==> src/rtl/spmv_feeder.sv <==
// spmv_feeder: sequencer that walks one SpMV_core through a full sparse matrix-vector product.
//
// Holds one 16x16 CSR matrix (values, column indices, row pointers) plus a 16-entry fp16 input
// vector, all written by the host while idle. On go it pulses the core start, streams one
// nonzero per core MUL->ADD->WRITE pass, and latches the core's 16 result registers when the
// core reports DONE.
//
// Ports:
//   i_clk, i_rst            clock, asynchronous active-high reset
//   i_wr_en/_sel/_addr/     host write: sel 0 value+column, 1 vector, 2 row pointer, 3 ignored
//   i_wr_data/_col
//   i_go                    start request (ignored while busy)
//   o_busy, o_done          run in progress / one-cycle completion pulse
//   o_overrun               sticky: nonzero index saturated at NNZ_MAX-1
//   o_result                captured core registers, row r in [16r+15:16r]
//   o_start, o_mat_value,   drive the core: start pulse, streamed value, vector element,
//   o_in_vector, o_count,   nonzero index, and row pointers (entry i in [8i+7:8i])
//   o_row_ptr
//   i_core_state            core state: 0 IDLE, 1 MUL, 2 ADD, 3 WRITE, 4 DONE
//   i_core_register         core result bus

module spmv_feeder #(
   parameter int unsigned NNZ_MAX = 64
) (
   input  logic         i_clk,
   input  logic         i_rst,
   input  logic         i_wr_en,
   input  logic [1:0]   i_wr_sel,
   input  logic [7:0]   i_wr_addr,
   input  logic [15:0]  i_wr_data,
   input  logic [3:0]   i_wr_col,
   input  logic         i_go,
   output logic         o_busy,
   output logic         o_done,
   output logic         o_overrun,
   output logic [255:0] o_result,
   output logic         o_start,
   output logic [15:0]  o_mat_value,
   output logic [15:0]  o_in_vector,
   output logic [7:0]   o_count,
   output logic [135:0] o_row_ptr,
   input  logic [2:0]   i_core_state,
   input  logic [255:0] i_core_register
);

   localparam int unsigned AW     = (NNZ_MAX > 1) ? $clog2(NNZ_MAX) : 1;
   localparam logic [7:0]  KLast  = 8'(NNZ_MAX - 1);
   localparam logic [8:0]  NnzLim = 9'(NNZ_MAX);

   localparam logic [2:0] CoreWrite = 3'd3;
   localparam logic [2:0] CoreDone  = 3'd4;

   typedef enum logic [1:0] {StIdle, StStart, StRun, StCapture} state_e;

   state_e         state_q, state_d;
   logic [7:0]     k_q, k_d;
   logic           overrun_q, overrun_d;
   logic           done_q, done_d;
   logic [255:0]   result_q, result_d;

   // Matrix and vector storage.
   logic [15:0]    val_q [NNZ_MAX];
   logic [3:0]     col_q [NNZ_MAX];
   logic [15:0]    vec_q [16];
   logic [7:0]     rp_q  [17];

   logic           wr_idle;
   logic           wr_val;
   logic           wr_vec;
   logic           wr_rp;
   logic [7:0]     nnz_eff;
   logic [AW-1:0]  k_idx;
   logic           k_in_range;

   // ---------------------------------------------------------------------------------------------
   // Host write decode: only while idle, out-of-range addresses dropped.
   // ---------------------------------------------------------------------------------------------
   always_comb begin
      wr_idle = i_wr_en && (state_q == StIdle);
      wr_val  = wr_idle && (i_wr_sel == 2'd0) && ({1'b0, i_wr_addr} < NnzLim);
      wr_vec  = wr_idle && (i_wr_sel == 2'd1) && (i_wr_addr < 8'd16);
      wr_rp   = wr_idle && (i_wr_sel == 2'd2) && (i_wr_addr < 8'd17);
   end

   always_ff @(posedge i_clk or posedge i_rst) begin
      if (i_rst) begin
         for (int i = 0; i < int'(NNZ_MAX); i++) begin
            val_q[i] <= '0;
            col_q[i] <= '0;
         end
         for (int i = 0; i < 16; i++) begin
            vec_q[i] <= '0;
         end
         for (int i = 0; i < 17; i++) begin
            rp_q[i] <= '0;
         end
      end else begin
         if (wr_val) begin
            val_q[i_wr_addr[AW-1:0]] <= i_wr_data;
            col_q[i_wr_addr[AW-1:0]] <= i_wr_col;
         end
         if (wr_vec) begin
            vec_q[i_wr_addr[3:0]] <= i_wr_data;
         end
         if (wr_rp) begin
            rp_q[i_wr_addr[4:0]] <= i_wr_data[7:0];
         end
      end
   end

   for (genvar gi = 0; gi < 17; gi++) begin : g_row_ptr
      assign o_row_ptr[8*gi +: 8] = rp_q[gi];
   end

   // A write to row_ptr[16] in the same cycle as go defines that run's nnz.
   assign nnz_eff = (wr_rp && (i_wr_addr[4:0] == 5'd16)) ? i_wr_data[7:0] : rp_q[16];

   // ---------------------------------------------------------------------------------------------
   // Sequencer
   // ---------------------------------------------------------------------------------------------
   always_ff @(posedge i_clk or posedge i_rst) begin
      if (i_rst) begin
         state_q   <= StIdle;
         k_q       <= '0;
         overrun_q <= 1'b0;
         done_q    <= 1'b0;
         result_q  <= '0;
      end else begin
         state_q   <= state_d;
         k_q       <= k_d;
         overrun_q <= overrun_d;
         done_q    <= done_d;
         result_q  <= result_d;
      end
   end

   always_comb begin
      state_d   = state_q;
      k_d       = k_q;
      overrun_d = overrun_q;
      done_d    = 1'b0;
      result_d  = result_q;

      case (state_q)
         StIdle: begin
            if (i_go) begin
               overrun_d = 1'b0;
               k_d       = '0;
               if (nnz_eff == 8'd0) begin
                  // Empty matrix: no core pass, report an all-zero result right away.
                  result_d = '0;
                  done_d   = 1'b1;
               end else begin
                  state_d = StStart;
               end
            end
         end
         StStart: begin
            state_d = StRun;
         end
         StRun: begin
            if (i_core_state == CoreWrite) begin
               // Advancing on WRITE makes the next operands valid when the core re-enters MUL.
               if (k_q == KLast) begin
                  overrun_d = 1'b1;
               end else begin
                  k_d = k_q + 8'd1;
               end
            end else if (i_core_state == CoreDone) begin
               state_d = StCapture;
            end
         end
         StCapture: begin
            result_d = i_core_register;
            done_d   = 1'b1;
            state_d  = StIdle;
         end
         default: begin
            state_d = StIdle;
         end
      endcase
   end

   // ---------------------------------------------------------------------------------------------
   // Core-facing operand stream: read straight from storage at index k, so a reload of k at the
   // WRITE edge updates all three outputs together.
   // ---------------------------------------------------------------------------------------------
   assign k_idx      = k_q[AW-1:0];
   assign k_in_range = (k_q < rp_q[16]);

   always_comb begin
      o_busy      = (state_q != StIdle);
      o_start     = (state_q == StStart);
      o_count     = k_q;
      o_mat_value = '0;
      o_in_vector = '0;
      // Indices past nnz stream zeros so extra core passes contribute nothing.
      if ((state_q != StIdle) && k_in_range) begin
         o_mat_value = val_q[k_idx];
         o_in_vector = vec_q[col_q[k_idx]];
      end
   end

   assign o_done    = done_q;
   assign o_overrun = overrun_q;
   assign o_result  = result_q;

endmodule
==> config.mk <==
export PLATFORM = sky130hd
export DESIGN_NAME = spmv_feeder
export DESIGN_NICKNAME = d
export VERILOG_FILES = /design/src/rtl/spmv_feeder.sv
export SDC_FILE = /design/constraint.sdc
export NUM_CORES = 2
export LEC_CHECK = 0
export CORE_MARGIN = 1
export CORE_UTILIZATION = 35
export CTS_CLUSTER_DIAMETER = 120
export DETAILED_ROUTE_END_ITERATION = 16
export GPL_ROUTABILITY_DRIVEN = 0
export PLACE_DENSITY = 0.57
export SYNTH_ARGS = -nofsm -noshare
export SYNTH_HDL_FRONTEND = slang
export SYNTH_SLANG_ARGS = --single-unit
export TNS_END_PERCENT = 100
==> constraint.sdc <==
create_clock -name i_clk -period 87 [get_ports i_clk]
set_input_delay 8.7 -clock i_clk [delete_from_list [all_inputs] [get_ports i_clk]]
set_output_delay 8.7 -clock i_clk [all_outputs]
set_load 0.02 [all_outputs]
==> results.md <==
- The run finished with clean final reports.
- At the later pin of the worst-skew pair, clock insertion delay measures 0.88 ns.
- The switching power is 0.0008142 W.
- Across the routed clock network, the largest skew measured is 0.03956 ns.
- The total number of clock tree sinks is 1940.
- For the pin with the worst max-slew slack, the measured transition is 1.266 ns.
- The area growth from synthesis to final layout is 20.63%.
- For this block, the initial DRC count from the detailed router was 3641.
- For this block, the routed nets add up to 297000 um of wire.
- Ranked by total cell area, the synthesized netlist is headed by sky130_fd_sc_hd__dfrtp_1 (57%), sky130_fd_sc_hd__mux2_2 (22%), sky130_fd_sc_hd__mux4_2 (10%).
- The share of synthesized area in the top cell type comes to 56.74%.
- For this block, the via count after detailed routing is 52.24k.
- The internal power is 0.001779 W.
- 729 I/O pins were placed.
- The cell area after synthesis is 85570 um^2.
- The adder and majority gate portion of the synthesized area is 0.1901%.
- The top cell type by total area after synthesis is sky130_fd_sc_hd__dfrtp_1.
- The die covers 246500 um^2.
- Yosys mapped a number of flops with a built-in enable equal to 0.
- Adding up every negative setup slack in the final design gives 0 ns.
- The worst setup path is of the reg2out kind.
- Registers are responsible for 39.5% of the overall power.
- Synthesis inferred 1940 register bits.
- The TritonCTS clock tree is done.
- The total overflow left after global routing is 0.
- Across the VDD grid, the largest voltage drop is 0.00002175 V.
- After detailed routing, the number of remaining DRC violations is 0.
- Final hold analysis gives a worst-case slack of 0.4967 ns.
- The final layout contains 6300 nets.
- Hold repair after CTS inserted 0 buffers.
- The minimum period implied by the final worst setup slack is 16.03 ns.
- The region available for standard cell placement spans 243200 um^2.
- Counting along the longest clock path gives a buffer depth of 3.
- The pin count of the biggest net entering global routing is 197.
- At the worst endpoint, the required time is 78.30 ns.
- Across the whole layout, storage elements account for 48560 um^2.
- Counting instances, the worst hold path has a depth of 1.
- The number of vias per cell is 5.559.
- The initial core utilization is 35.18%.
- The leakage power of the design is 48.45 nW.
- After Yosys synthesis, XOR and XNOR cells account for 0.05118% of the synthesized area.
- Summing the sequential cell areas from Yosys gives 56.74% of the chip area.
- In the synthesized netlist the async set-or-reset flop fraction comes to 100.0%.
- The synthesized netlist devotes 5.135% of its cell area to compound gates.
- STA classifies the critical path startpoint as a register.
- The number of gates resized after cts is 0.
- The width of the chip is 496.4 um.
- After synthesis, the netlist uses 59 different library cells.
- The first-pass iteration count of the detailed router is 5.
- Buffers added to address setup during post-CTS repair amount to 0.
- The max-slew violation count is 0.
- The buffer cell driving the clock tree root is sky130_fd_sc_hd__clkbuf_16.
- In this run the number of H-tree levels came out at 4.
- STA puts the critical path data arrival time at 7.33 ns.
- STA classifies the critical path endpoint as a primary output.
- Max-cap violations in this run came to 0.
- The wire length of the first global-routing pass is 420700 um.
- Fill cells in the final layout number 21.88k.
- The synthesized netlist net count is 5798.
- The final count of hold timing violations is 0.
- The power density over the cells is 25.13 nW/um^2.
- The chip height is 496.4 um.
- The HPWL reported at the end of detailed placement is 182000 um.
- The mean routed wirelength per cell is 31.61 um.
- The number of buffers added on ports is 728.
- Of all nets on the critical path, the largest fanout is 110.
- Once detail routing completed, the nets flagged for antenna violations numbered 0.
- The per-instance average area after synthesis is 15.58 um^2.
- Derived from the worst setup path, the maximum achievable clock frequency is 62.38 MHz.
- The count of endpoints failing setup in the final report is 0.
- The type of the worst min-delay path is reg2reg.
- Net switching is 31.39% of the power.
- The number of buffers created by CTS is 215.
- For this run, the total global-route usage over all layers was measured as 23.95%.
- The most instantiated flip-flop cell in the synthesis netlist is sky130_fd_sc_hd__dfrtp_1.
- The tightest slew margin relative to the limit is 15.58%.
- The clock share of power is 36.4%.
- The main combinational cell family by area after synthesis is multiplexers.
- The area of combinational cells with multiple inputs is 34920 um^2.
- The depth of the worst register-to-register path is 14.
- The floorplan has 181 rows.
- After clock tree synthesis, the clock-pin slew on the worst setup and hold paths is 0.06 ns.
- Setup repair after global routing left no endpoint under its margin.
- The number of antenna violations at the first check in global routing came to 60.
- The final critical path takes up 18.43% of the cycle.
- The number of global-route vias before repair was 54.18k.
- The share of final-layout standard cells stronger than drive strength 1 is 43.02%.
- Per report_power, the combinational group accounts for 24.2% of the total.
- After Yosys synthesis, and, or, nand and nor cells account for 1.769% of the synthesized area.
- During synthesis, Yosys emitted a total of 0 warnings.
- The post-synthesis mux area share is 33.30%.
- The number of cells produced by synthesis is 5492.
flip-flops by register name (all words and copies together), names as in the netlist:
| name | count |
|---|---|
| col_q | 256 |
| o_count | 8 |
| o_done | 1 |
| o_overrun | 1 |
| o_result | 256 |
| o_row_ptr | 136 |
| state_q | 2 |
| val_q | 1024 |
| vec_q | 256 |
synth_stat cells, types with 16 or more instances:
master                     number
sky130_fd_sc_hd__dfrtp_1     1940
sky130_fd_sc_hd__mux2_2      1668
sky130_fd_sc_hd__clkbuf_1     403
sky130_fd_sc_hd__mux4_2       396
sky130_fd_sc_hd__a22o_1       258
sky130_fd_sc_hd__a21boi_0      96
sky130_fd_sc_hd__a311oi_1      96
sky130_fd_sc_hd__buf_2         95
sky130_fd_sc_hd__nand2_1       87
sky130_fd_sc_hd__mux2i_1       79
sky130_fd_sc_hd__nor2_1        69
sky130_fd_sc_hd__nor3b_1       50
sky130_fd_sc_hd__buf_1         46
sky130_fd_sc_hd__nor2b_1       25
sky130_fd_sc_hd__nand3_1       21
sky130_fd_sc_hd__inv_1         17
sky130_fd_sc_hd__a2111o_1      16
stage by stage:
| stage | utilization (%) | total power (W) | instance area (um^2) | setup WS (ns) | instances |
|---|---|---|---|---|---|
| 2_1_floorplan | - | 0.001390 | 85570 | 23.51 | 5492 |
| 3_3_place_gp | 39.37 | 0.001655 | 95760 | 71.89 | 8979 |
| 3_5_place_dp | 39.37 | 0.001661 | 95760 | 71.70 | 8979 |
| 4_1_cts | 42.41 | 0.002616 | 103100 | 70.91 | 9371 |
| 5_1_grt | 42.42 | 0.002687 | 103200 | 70.57 | 9381 |
| 6_report | 42.44 | 0.002594 | 103200 | 70.97 | 9397 |
power by group through the flow:
stage,sequential (W),combinational (W),clock (W)
final,0.00102,0.000627,0.000943
after CTS,0.00102,0.000629,0.000967
after global placement,0.00104,0.000619,0
after global routing,0.00103,0.000656,0.00100
after detailed placement,0.00104,0.000624,0
after floorplan,0.00109,0.000299,0
area by class of cell:
class | count | area share [%]
clock inverters | 63 | 0.7564
clock buffers | 329 | 6.405
diodes | 26 | 0.06304
multi-input cells | 2973 | 33.83
repair buffers | 847 | 7.945
flip-flops and latches | 1940 | 47.05
well taps | 3202 | 3.882
inverters | 17 | 0.06910
metal layers:
layer	global-route usage, %	up-vias	part of all wire, %	wire, um
li1	-	21570	-	-
met1	29.98	28440	40	119900
met2	39.25	1656	48	142700
met3	5.442	542	6.5	19390
met4	11.26	28	5.0	14750
met5	0	-	0.068	202
kinds of logic after synthesis:
family	count (synthesis)
simple gates	292
compound gates	520
fa+ha+maj	13
buf+inv	579
flops	1940
xor+xnor	5
mux	2143
final timing paths:
| kind | startpoint | endpoint | slack [ns] |
|---|---|---|---|
| max | o_count[1] | o_in_vector[0] | 70.97 |
| min | val_q[196] | val_q[196] | 0.50 |
| max reg2reg | state_q[0] | o_result[29] | 79.73 |
| min reg2reg | val_q[196] | val_q[196] | 0.50 |
| max in group asynchronous | i_rst | val_q[893] | 73.04 |
| min in group asynchronous | i_rst | o_result[180] | 8.32 |
critical path, cell delays in order (launching register included):
cell	delay, ns
sky130_fd_sc_hd__dfrtp_4	0.83
sky130_fd_sc_hd__buf_4	0.63
sky130_fd_sc_hd__buf_4	0.73
sky130_fd_sc_hd__nor2_1	0.31
sky130_fd_sc_hd__a211oi_1	0.30
sky130_fd_sc_hd__a31oi_1	0.16
sky130_fd_sc_hd__o2111ai_4	0.14
sky130_fd_sc_hd__buf_4	0.64
sky130_fd_sc_hd__buf_4	0.88
sky130_fd_sc_hd__a21boi_0	0.25
sky130_fd_sc_hd__a311oi_1	0.32
sky130_fd_sc_hd__nor3b_1	0.12
sky130_fd_sc_hd__a2111o_1	0.42
sky130_fd_sc_hd__clkdlybuf4s50_1	0.58
layout by cell type (no fill, tap or decap), drive strengths merged, types with 6 or more instances in the layout:
| master | n |
|---|---|
| inv | 22 |
| o21ai | 14 |
| a2111o | 16 |
| nor2 | 69 |
| bufinv | 12 |
| clkdlybuf4s50 | 708 |
| mux4 | 396 |
| clkbuf | 329 |
| buf | 139 |
| nor3b | 51 |
| diode | 26 |
| a21boi | 96 |
| a22oi | 6 |
| a311oi | 96 |
| nand3 | 21 |
| nand2 | 87 |
| a21oi | 9 |
| a22o | 258 |
| clkinv | 41 |
| mux2 | 1668 |
| nor2b | 26 |
| nand2b | 8 |
| dfrtp | 1940 |
| mux2i | 79 |
| ha | 13 |
No activity file was read; power rests on OpenSTA's default activity.
